<file path="config.mk">
export PLATFORM = sky130hd
export DESIGN_NAME = rfw_trace_cmp
export DESIGN_NICKNAME = d
export VERILOG_FILES = /design/src/rtl/rfwrite_trace_checker_pkg.sv /design/src/rtl/rfwrite_trace_checker_cmp.sv
export SDC_FILE = /design/constraint.sdc
export NUM_CORES = 1
export LEC_CHECK = 0
export BUFFER_PORTS_ARGS = -buffer_cell sky130_fd_sc_hd__buf_2
export CORE_MARGIN = 2
export CORE_UTILIZATION = 30
export DETAILED_ROUTE_END_ITERATION = 12
export PLACE_DENSITY = 0.95
export SKIP_LAST_GASP = 1
export SLEW_MARGIN = 20
export SYNTH_ARGS = -nofsm -noshare
export SYNTH_HDL_FRONTEND = slang
export SYNTH_SLANG_ARGS = --single-unit
</file>
<file path="constraint.sdc">
create_clock -name vclk -period 3.25
set_input_delay 0.325 -clock vclk [all_inputs]
set_output_delay 0.325 -clock vclk [all_outputs]
set_load 0.005 [all_outputs]
</file>
<file path="src/rtl/rfwrite_trace_checker_pkg.sv">
// rfwrite_trace_checker_pkg: shared types for the register-file write trace checker.
package rfwrite_trace_checker_pkg;

    typedef logic [31:0] word_t;

    typedef struct packed {
        logic       wen;
        logic [4:0] addr;
        word_t      wd;
    } rf_w_t;

    typedef enum logic [2:0] {
        CHK_NONE,
        CHK_PC,
        CHK_REG,
        CHK_DATA,
        CHK_OVERRUN,
        CHK_UNDERRUN
    } chk_fail_t;

    typedef enum logic [2:0] {
        ST_RUN,
        ST_FIN_RD,
        ST_FIN_CMP,
        ST_DONE,
        ST_FAIL
    } chk_state_t;

endpackage

</file>
<file path="src/rtl/rfwrite_trace_checker_cmp.sv">
// rfw_trace_cmp: classifies one latched commit against its trace entry.
module rfw_trace_cmp
    import rfwrite_trace_checker_pkg::*;
(
    input  logic [4:0] addr,
    input  word_t      wd,
    input  word_t      pc,
    input  word_t      trace_pc,
    input  logic [4:0] trace_waddr,
    input  word_t      trace_wdata,
    input  logic       trace_end,
    output chk_fail_t  code
);

    assign code = trace_end               ? CHK_OVERRUN :
                  pc   != trace_pc        ? CHK_PC      :
                  addr != trace_waddr     ? CHK_REG     :
                  wd   != trace_wdata     ? CHK_DATA    : CHK_NONE;

endmodule

</file>
# [Word level (Yosys, flattened, before mapping)]
# Cells that the tools add are included.
[classes] eq_ne=3 mux=4
[ops] cell="$ne A32 B32 Y1" count=2
[ops] cell="$mux W2" count=3
[ops] cell="$ne A5 B5 Y1" count=1
[ops] cell="$mux W3" count=1
[totals] regBits=0 input_bits=139 out_inout_bits=3 word_cells=7

# [Depth between registers and ports, before layout]
# Gate-level depths: netlist of the first run.
[depth] depth_word=5 ltp_mapped=5

# [Worst setup path after synthesis of the first run]
# Ideal clock, no wire load.
[synth_path] kind="in2out" startpoint="in trace_wdata[23]" endpoint="out code[1]" t_arrival_ns=1.212 t_required_ns=2.925 path_slack_ns=1.713 stages=5 cell_sequence="xor2_1 -> nor4_1 -> nand4_1 -> nor4b_2 -> nor4_1"
[synth_via] elab_chain_cells=5
[synth_lines] item="from (decl)" line="rfwrite_trace_checker_cmp.sv:10" rtl="input word_t trace_wdata,"
[synth_lines] item="$ne A32 B32 Y1" line="rfwrite_trace_checker_cmp.sv:18" rtl="wd != trace_wdata ? CHK_DATA : CHK_NONE;"
[synth_lines] item="$mux W2" line="rfwrite_trace_checker_cmp.sv:18"
[synth_lines] item="$mux W2" line="rfwrite_trace_checker_cmp.sv:17" rtl="addr != trace_waddr ? CHK_REG :"
[synth_lines] item="$mux W2" line="rfwrite_trace_checker_cmp.sv:16" rtl="pc != trace_pc ? CHK_PC :"
[synth_lines] item="$mux W3" line="rfwrite_trace_checker_cmp.sv:15" rtl="assign code = trace_end ? CHK_OVERRUN :"
[synth_lines] item="to (decl)" line="rfwrite_trace_checker_cmp.sv:12" rtl="output chk_fail_t code"
# No other way between the ends.

# [Worst setup path after layout of the first run]
[layout_path] startpoint="in trace_wdata[15]" endpoint="out code[1]"
# The elaborated chain is that of the path after synthesis.

==> results of run 1 <==
## power breakdown
part,switching (mW),internal [mW]
Clock,0,0
Sequential,0,0
Combinational,0.0670,0.101
Total,0.0670,0.101
## metal layers
metal / up-vias / part of all wire (%) / GRT usage (%)
met5: - / 0 / 0
met4: 0 / 0.66 / 2.09
met3: 4 / 11 / 4.22
met2: 79 / 57 / 38.6
met1: 525 / 31 / 14.1
li1: 624 / - / -
## cell type report
class	count	area, sq um	area share [%]
Timing Repair Buffer	142	711	46.5
Tap cell	30	37.5	2.46
Multi-Input combinational cell	97	779	51.0
## per-stage QoR
step                      utilization (%)  cell area, sq um  hold slack [ps]  power, mW  setup slack (ps)
after floorplan                         -               787              685     0.0645              1710
after global placement               61.7              1530              888      0.164              1310
after detailed placement             61.7              1530              891      0.169              1310
after CTS                            61.7              1530              889      0.170              1300
after global routing                 61.7              1530              910      0.187              1220
final                                61.7              1530              882      0.168              1350
## logic make-up after synthesis
logic type,count (synthesis),synth area share [%]
AOI/OAI and AO/OA,2,1.27
xor gates and xnor gates,69,76.8
buffers and inverters,1,0.954
and+or+nand+nor,26,21.0
## placed cells by master (no fill, tap or decap), drive strengths merged
cell type / instances
nor2: 2
nand4: 4
nor4: 18
xor2: 66
nand3: 1
xnor2: 3
buf: 142
o21ai: 2
nor4b: 1
## critical path, stage by stage
cell     delay [ps]
buf_2           100
xor2_1          150
nor4_1          320
nand4_1         190
nor4b_2         300
nor4_1           70
buf_2           130
## worst min path at each step
| stage | startpoint | endpoint | depth (start not counted) |
|---|---|---|---|
| final | trace_end | code[2] | 2 |
| after detailed placement | trace_end | code[2] | 2 |
| after CTS | trace_end | code[2] | 2 |
| after global placement | trace_end | code[2] | 2 |
| after global routing | trace_end | code[2] | 2 |
| after floorplan | trace_end | code[1] | 1 |
==> results.json, run 1 <==
{
  "drv_cap": 0,
  "die_w_microns": 55.2,
  "start_util_pct": 31.8,
  "syn_area_sq_um": 787,
  "final_nets": 380,
  "tns_ps": 0,
  "grt_pass1_vias": 1231,
  "grt_max_degree": 5,
  "cp-endpoint": "code[1]",
  "syn_to_final_growth_pct": 94.1,
  "ys_top_cells_by_count": "66 x xor2_1, 18 x nor4_1, 4 x nand4_1",
  "slew_violations": 0,
  "die_h_microns": 55.2,
  "netlist_top_cells_area": "xor2_1 73%, nor4_1 14%, xnor2_1 3.3%",
  "grt_overflow": 0,
  "fin_cells": 269,
  "min_period_over_period_pct": 58.5,
  "report.final.hold_viol_count": 0,
  "cts_setup_buffers": 0,
  "drt-wirelength-per-cell_microns": 10.2,
  "yosysTopAreaCell": "xor2_1",
  "start_kind": "input pin",
  "wl_microns": 2750,
  "synth_cell_types": 9,
  "clkbuf_count": 0,
  "hp-class": "in -> out",
  "hpwlAfterDp_microns": 2690,
  "vias_per_cell": 4.58,
  "ant_nets": 0,
  "relSlewSlack_pct": 79.9,
  "antenna_found_initial": 0,
  "synth.most_common_cell": "xor2_1",
  "antennaDiodeCount": 0,
  "powerDensity_nw_per_um2": 110,
  "grt_usage_pct": 17.0,
  "drive_gt1_share_pct": 59.8,
  "criticalPathCategory": "in -> out",
  "ys_seq_area_share_pct": 0,
  "die_area_sq_um": 3050,
  "numPortBuffers": 142,
  "startpoint": "trace_wdata[15]",
  "post_cts_resized": 0,
  "drtPass1Iterations": 4,
  "grt_setup_unrepaired": "no",
  "nFillCells": 236,
  "worst_slew_pin_slew_ps": 299,
  "fin_crit_ps": 1900,
  "rows": 18,
  "syn_area_per_cell_sq_um": 8.03,
  "cp.required_ps": 2920,
  "first_iter_violations": 18,
  "arrival_ps": 1570,
  "yosysWarnings": 0,
  "cellLeakagePower_nw": 0.863,
  "cp_max_fo": 2,
  "ctsHoldBuffers": 0,
  "yosysTopAreaCellShare_pct": 73.4,
  "drc_errors": 0,
  "core-area_sq_um": 2480,
  "routabilityCongestion": 0.703,
  "vias": 1232,
  "design.seq.count": 0,
  "vdd_ir_drop_max_uv": 77.4,
  "syn_inst": 98,
  "syn_nets": 237,
  "end_kind": "primary output",
  "grt_first_pass_wirelength_microns": 4520,
  "status": "finished clean",
  "seqCellArea_sq_um": 0,
  "io_pins": 142,
  "dp.cells": 269,
  "fmax_mhz": 526,
  "setup_viol": 0
}
Note: power is estimated with default switching activity, not from simulation.
==> run 2: changes to the inputs <==
--- a/config.mk
+++ b/config.mk
@@ -7,9 +7,9 @@
 export LEC_CHECK = 0
 export BUFFER_PORTS_ARGS = -buffer_cell sky130_fd_sc_hd__buf_2
 export CORE_MARGIN = 2
-export CORE_UTILIZATION = 30
+export CORE_UTILIZATION = 28
 export DETAILED_ROUTE_END_ITERATION = 12
-export PLACE_DENSITY = 0.95
+export PLACE_DENSITY = 0.92
 export SKIP_LAST_GASP = 1
 export SLEW_MARGIN = 20
 export SYNTH_ARGS = -nofsm -noshare
==> constraint.sdc (replaced) <==
create_clock -name vclk -period 1.85
set_input_delay 0.185 -clock vclk [all_inputs]
set_output_delay 0.185 -clock vclk [all_outputs]
set_load 0.005 [all_outputs]
==> results.json, run 2 (synthesis gave the netlist of run 1 again) <==
{
  "drtPass1Iterations": 2,
  "pwr-share-clk_pct": 0,
  "cp_max_fo": 2,
  "grt_setup_unrepaired": "no",
  "hp-start": "trace_end",
  "cellLeakagePower_nw": 0.863,
  "worst_slew_pin_slew_ps": 281,
  "core-area_sq_um": 2710,
  "fmax_mhz": 626,
  "arrival_ps": 1410,
  "fin_crit_ps": 1600,
  "nFillCells": 271,
  "end_kind": "primary output",
  "grt_pass1_vias": 1199,
  "drt-wirelength-per-cell_microns": 10.7,
  "hpwlAfterDp_microns": 2820,
  "die_h_microns": 57.0,
  "p_switching_mw": 0.119,
  "vdd_ir_drop_max_uv": 136,
  "report.final.hold_viol_count": 0,
  "wl_microns": 2880,
  "relSlewSlack_pct": 81.1,
  "slowest_delay_ps": 310,
  "post_cts_resized": 0,
  "status": "finished clean",
  "hold_depth": 2,
  "first_iter_violations": 11,
  "design.seq.count": 0,
  "setup_viol": 0,
  "min_period_over_period_pct": 86.3,
  "antenna_found_initial": 0,
  "hp-class": "in -> out",
  "grt_max_degree": 5,
  "routabilityCongestion": 0.743,
  "drc_errors": 0,
  "fin_cells": 270,
  "syn_to_final_growth_pct": 94.3,
  "cts_setup_buffers": 0,
  "switching_share_pct": 40.3,
  "clkbuf_count": 0,
  "powerDensity_nw_per_um2": 194,
  "seqCellArea_sq_um": 0,
  "grt_first_pass_wirelength_microns": 4390,
  "ant_nets": 0,
  "final_nets": 380,
  "slew_violations": 0,
  "pwr-share-comb_pct": 100.0,
  "criticalPathCategory": "in -> out",
  "antennaDiodeCount": 0,
  "grt_usage_pct": 16.3,
  "start_util_pct": 29.0,
  "final_cell_mix": "142 x buf_2, 66 x xor2_1, 18 x nor4_1",
  "vias_per_cell": 4.57,
  "drv_cap": 0,
  "die_area_sq_um": 3250,
  "numPortBuffers": 142,
  "final_common_cell": "buf_2",
  "cp_slowest_cell": "nor4_1",
  "rows": 19,
  "grt_overflow": 0,
  "cp.required_ps": 1660,
  "seq_power_share_pct": 0,
  "intPower_mw": 0.177,
  "drive_gt1_share_pct": 59.8,
  "die_w_microns": 57.0,
  "vias": 1234,
  "dp.cells": 270,
  "min_delay_worst_endpoint": "code[2]",
  "ctsHoldBuffers": 0,
  "worstPathCellList": "buf_2, xor2_1, nor4_1, nand4_1, nor4b_2, nor4_1, buf_2",
  "start_kind": "input pin",
  "fin_util_pct": 56.4,
  "io_pins": 142,
  "tns_ps": 0
}
[run 2: cell counts in the layout (fill, tap and decap cells not counted)]
No cell type changed its count.
[run 2: power by group through the flow]
stage	clock, mW	combinational (mW)	sequential, mW
2_1_floorplan	0	0.113	0
3_3_place_gp	0	0.289	0
3_5_place_dp	0	0.299	0
4_1_cts	0	0.301	0
5_1_grt	0	0.327	0
6_report	0	0.296	0
[run 2: final cells by class]
type                            instances  area, sq um  area share [%]
Multi-Input combinational cell         97          779            51.0
Tap cell                               31         38.8            2.54
Timing Repair Buffer                  142          711            46.5
[run 2: through the flow]
stage / cell area (sq um) / total power [mW] / setup slack (ps) / hold WS [ps]
floorplan: 787 / 0.113 / 593 / 405
global placement: 1530 / 0.289 / 192 / 609
detailed placement: 1530 / 0.299 / 226 / 610
CTS: 1530 / 0.301 / 217 / 610
global route: 1530 / 0.327 / 120 / 619
finish: 1530 / 0.296 / 253 / 603
[run 2: per-layer routing]
layer / vias up / GRT usage (%) / share of wire, %
li1: 624 / - / -
met1: 540 / 13.7 / 29
met3: 2 / 2.72 / 10
met5: - / 0 / 0
met2: 68 / 37.9 / 60
met4: 0 / 2.33 / 0.49
[run 2: worst max-delay path by stage]
stage               startpoint  endpoint  slack, ps  cells after the start
5_1_grt        trace_wdata[24]   code[1]        120                      7
6_report       trace_wdata[23]   code[1]        250                      7
3_3_place_gp   trace_wdata[31]   code[1]        190                      7
2_1_floorplan  trace_wdata[23]   code[1]        590                      5
3_5_place_dp   trace_wdata[23]   code[1]        230                      7
4_1_cts        trace_wdata[23]   code[1]        220                      7
[run 2: worst max-delay path: cells and delay by family]
kind,cells,cell delay (ps)
xor gates and xnor gates,1,150
buffers and inverters,2,230
and+or+nand+nor,4,840
==> run 3: changes to the inputs <==
--- a/config.mk
+++ b/config.mk
@@ -10,6 +10,7 @@
 export CORE_UTILIZATION = 28
 export DETAILED_ROUTE_END_ITERATION = 12
 export PLACE_DENSITY = 0.92
+export RECOVER_POWER = 25
 export SKIP_LAST_GASP = 1
 export SLEW_MARGIN = 20
 export SYNTH_ARGS = -nofsm -noshare
==> results.json, run 3 (synthesis gave the netlist of run 1 again) <==
{
  "fmax_mhz": 625,
  "drtPass1Iterations": 2,
  "final_common_cell": "buf_2",
  "core-area_sq_um": 2710,
  "routabilityCongestion": 0.743,
  "status": "finished clean",
  "ant_nets": 0,
  "drc_errors": 0,
  "seqCellArea_sq_um": 0,
  "final_nets": 380,
  "drv_cap": 0,
  "grt_pass1_vias": 1199,
  "drive_gt1_share_pct": 59.4,
  "pwr-share-clk_pct": 0,
  "design.seq.count": 0,
  "pwr-share-comb_pct": 100.0,
  "io_pins": 142,
  "switching_share_pct": 40.4,
  "crit_family": "simple AND/OR/NAND/NOR gates",
  "report.final.hold_viol_count": 0,
  "relSlewSlack_pct": 81.1,
  "start_util_pct": 29.0,
  "grt_usage_pct": 16.3,
  "final_cell_mix": "141 x buf_2, 66 x xor2_1, 18 x nor4_1",
  "vias_per_cell": 4.57,
  "setup_viol": 0,
  "antennaDiodeCount": 0,
  "powerDensity_nw_per_um2": 193,
  "drt-wirelength-per-cell_microns": 10.7,
  "syn_to_final_growth_pct": 94.1,
  "min_period_over_period_pct": 86.5,
  "p_switching_mw": 0.119,
  "criticalPathCategory": "in -> out",
  "tns_ps": 0,
  "hpwlAfterDp_microns": 2820,
  "die_w_microns": 57.0,
  "worstPathCellList": "buf_2, xor2_1, nor4_1, nand4_1, nor4b_2, nor4_1, buf_2",
  "grt_setup_unrepaired": "no",
  "cp-endpoint": "code[1]",
  "slowest_delay_ps": 310,
  "start_kind": "input pin",
  "hp-class": "in -> out",
  "ctsHoldBuffers": 0,
  "dp.cells": 270,
  "vias": 1233,
  "cp_slowest_cell": "nor4_1",
  "arrival_ps": 1420,
  "clkbuf_count": 0,
  "startpoint": "trace_wdata[23]",
  "numPortBuffers": 142,
  "wl_microns": 2890,
  "first_iter_violations": 11,
  "die_h_microns": 57.0,
  "grt_max_degree": 5,
  "grt_first_pass_wirelength_microns": 4390,
  "cts_setup_buffers": 0,
  "crit_cells": 7,
  "vdd_ir_drop_max_uv": 136,
  "intPower_mw": 0.176,
  "seq_power_share_pct": 0,
  "cellLeakagePower_nw": 0.861,
  "worst_slew_pin_slew_ps": 281,
  "cp.required_ps": 1660,
  "fin_cells": 270,
  "fin_util_pct": 56.4,
  "cp_num_buf_inv": 2,
  "rows": 19,
  "slew_violations": 0,
  "cp_max_fo": 2,
  "hp-start": "trace_end",
  "end_kind": "primary output",
  "antenna_found_initial": 0,
  "grt_overflow": 0,
  "post_cts_resized": 0,
  "nFillCells": 272,
  "fin_crit_ps": 1600,
  "die_area_sq_um": 3250
}
-- run 3: cell types whose count changed in the layout (fill, tap and decap cells not counted), sizes merged --
cell	change
clkbuf	+1
buf	-1
-- run 3: worst min-delay path by stage --
stage / endpoint / depth (start not counted)
floorplan: code[1] / 1
global placement: code[2] / 2
detailed placement: code[2] / 2
CTS: code[2] / 2
global route: code[2] / 2
finish: code[2] / 2
-- run 3: layout make-up --
cell class	count	area, sq um	area share [%]
Multi-Input combinational cell	97	779	51.0
Timing Repair Buffer	142	709	46.4
Tap cell	31	38.8	2.54
-- run 3: metrics by stage --
step	setup slack [ps]	cell area, sq um	hold WS (ps)	power, mW
2_1_floorplan	593	787	405	0.113
3_3_place_gp	192	1530	609	0.289
3_5_place_dp	226	1530	610	0.299
4_1_cts	217	1530	610	0.301
5_1_grt	117	1530	652	0.327
6_report	250	1530	631	0.296
-- run 3: power by group through the flow --
stage          registers, mW  logic, mW  clock network (mW)
2_1_floorplan              0      0.113                   0
3_3_place_gp               0      0.289                   0
3_5_place_dp               0      0.299                   0
4_1_cts                    0      0.301                   0
5_1_grt                    0      0.327                   0
6_report                   0      0.296                   0
-- run 3: metal layers --
layer  global-route usage [%]  share of wire, %  vias to the layer above
met5                        0                 0                        -
met1                     13.7                29                      539
met2                     37.9                60                       68
met4                     2.33              0.49                        0
met3                     2.72                10                        2
li1                         -                 -                      624
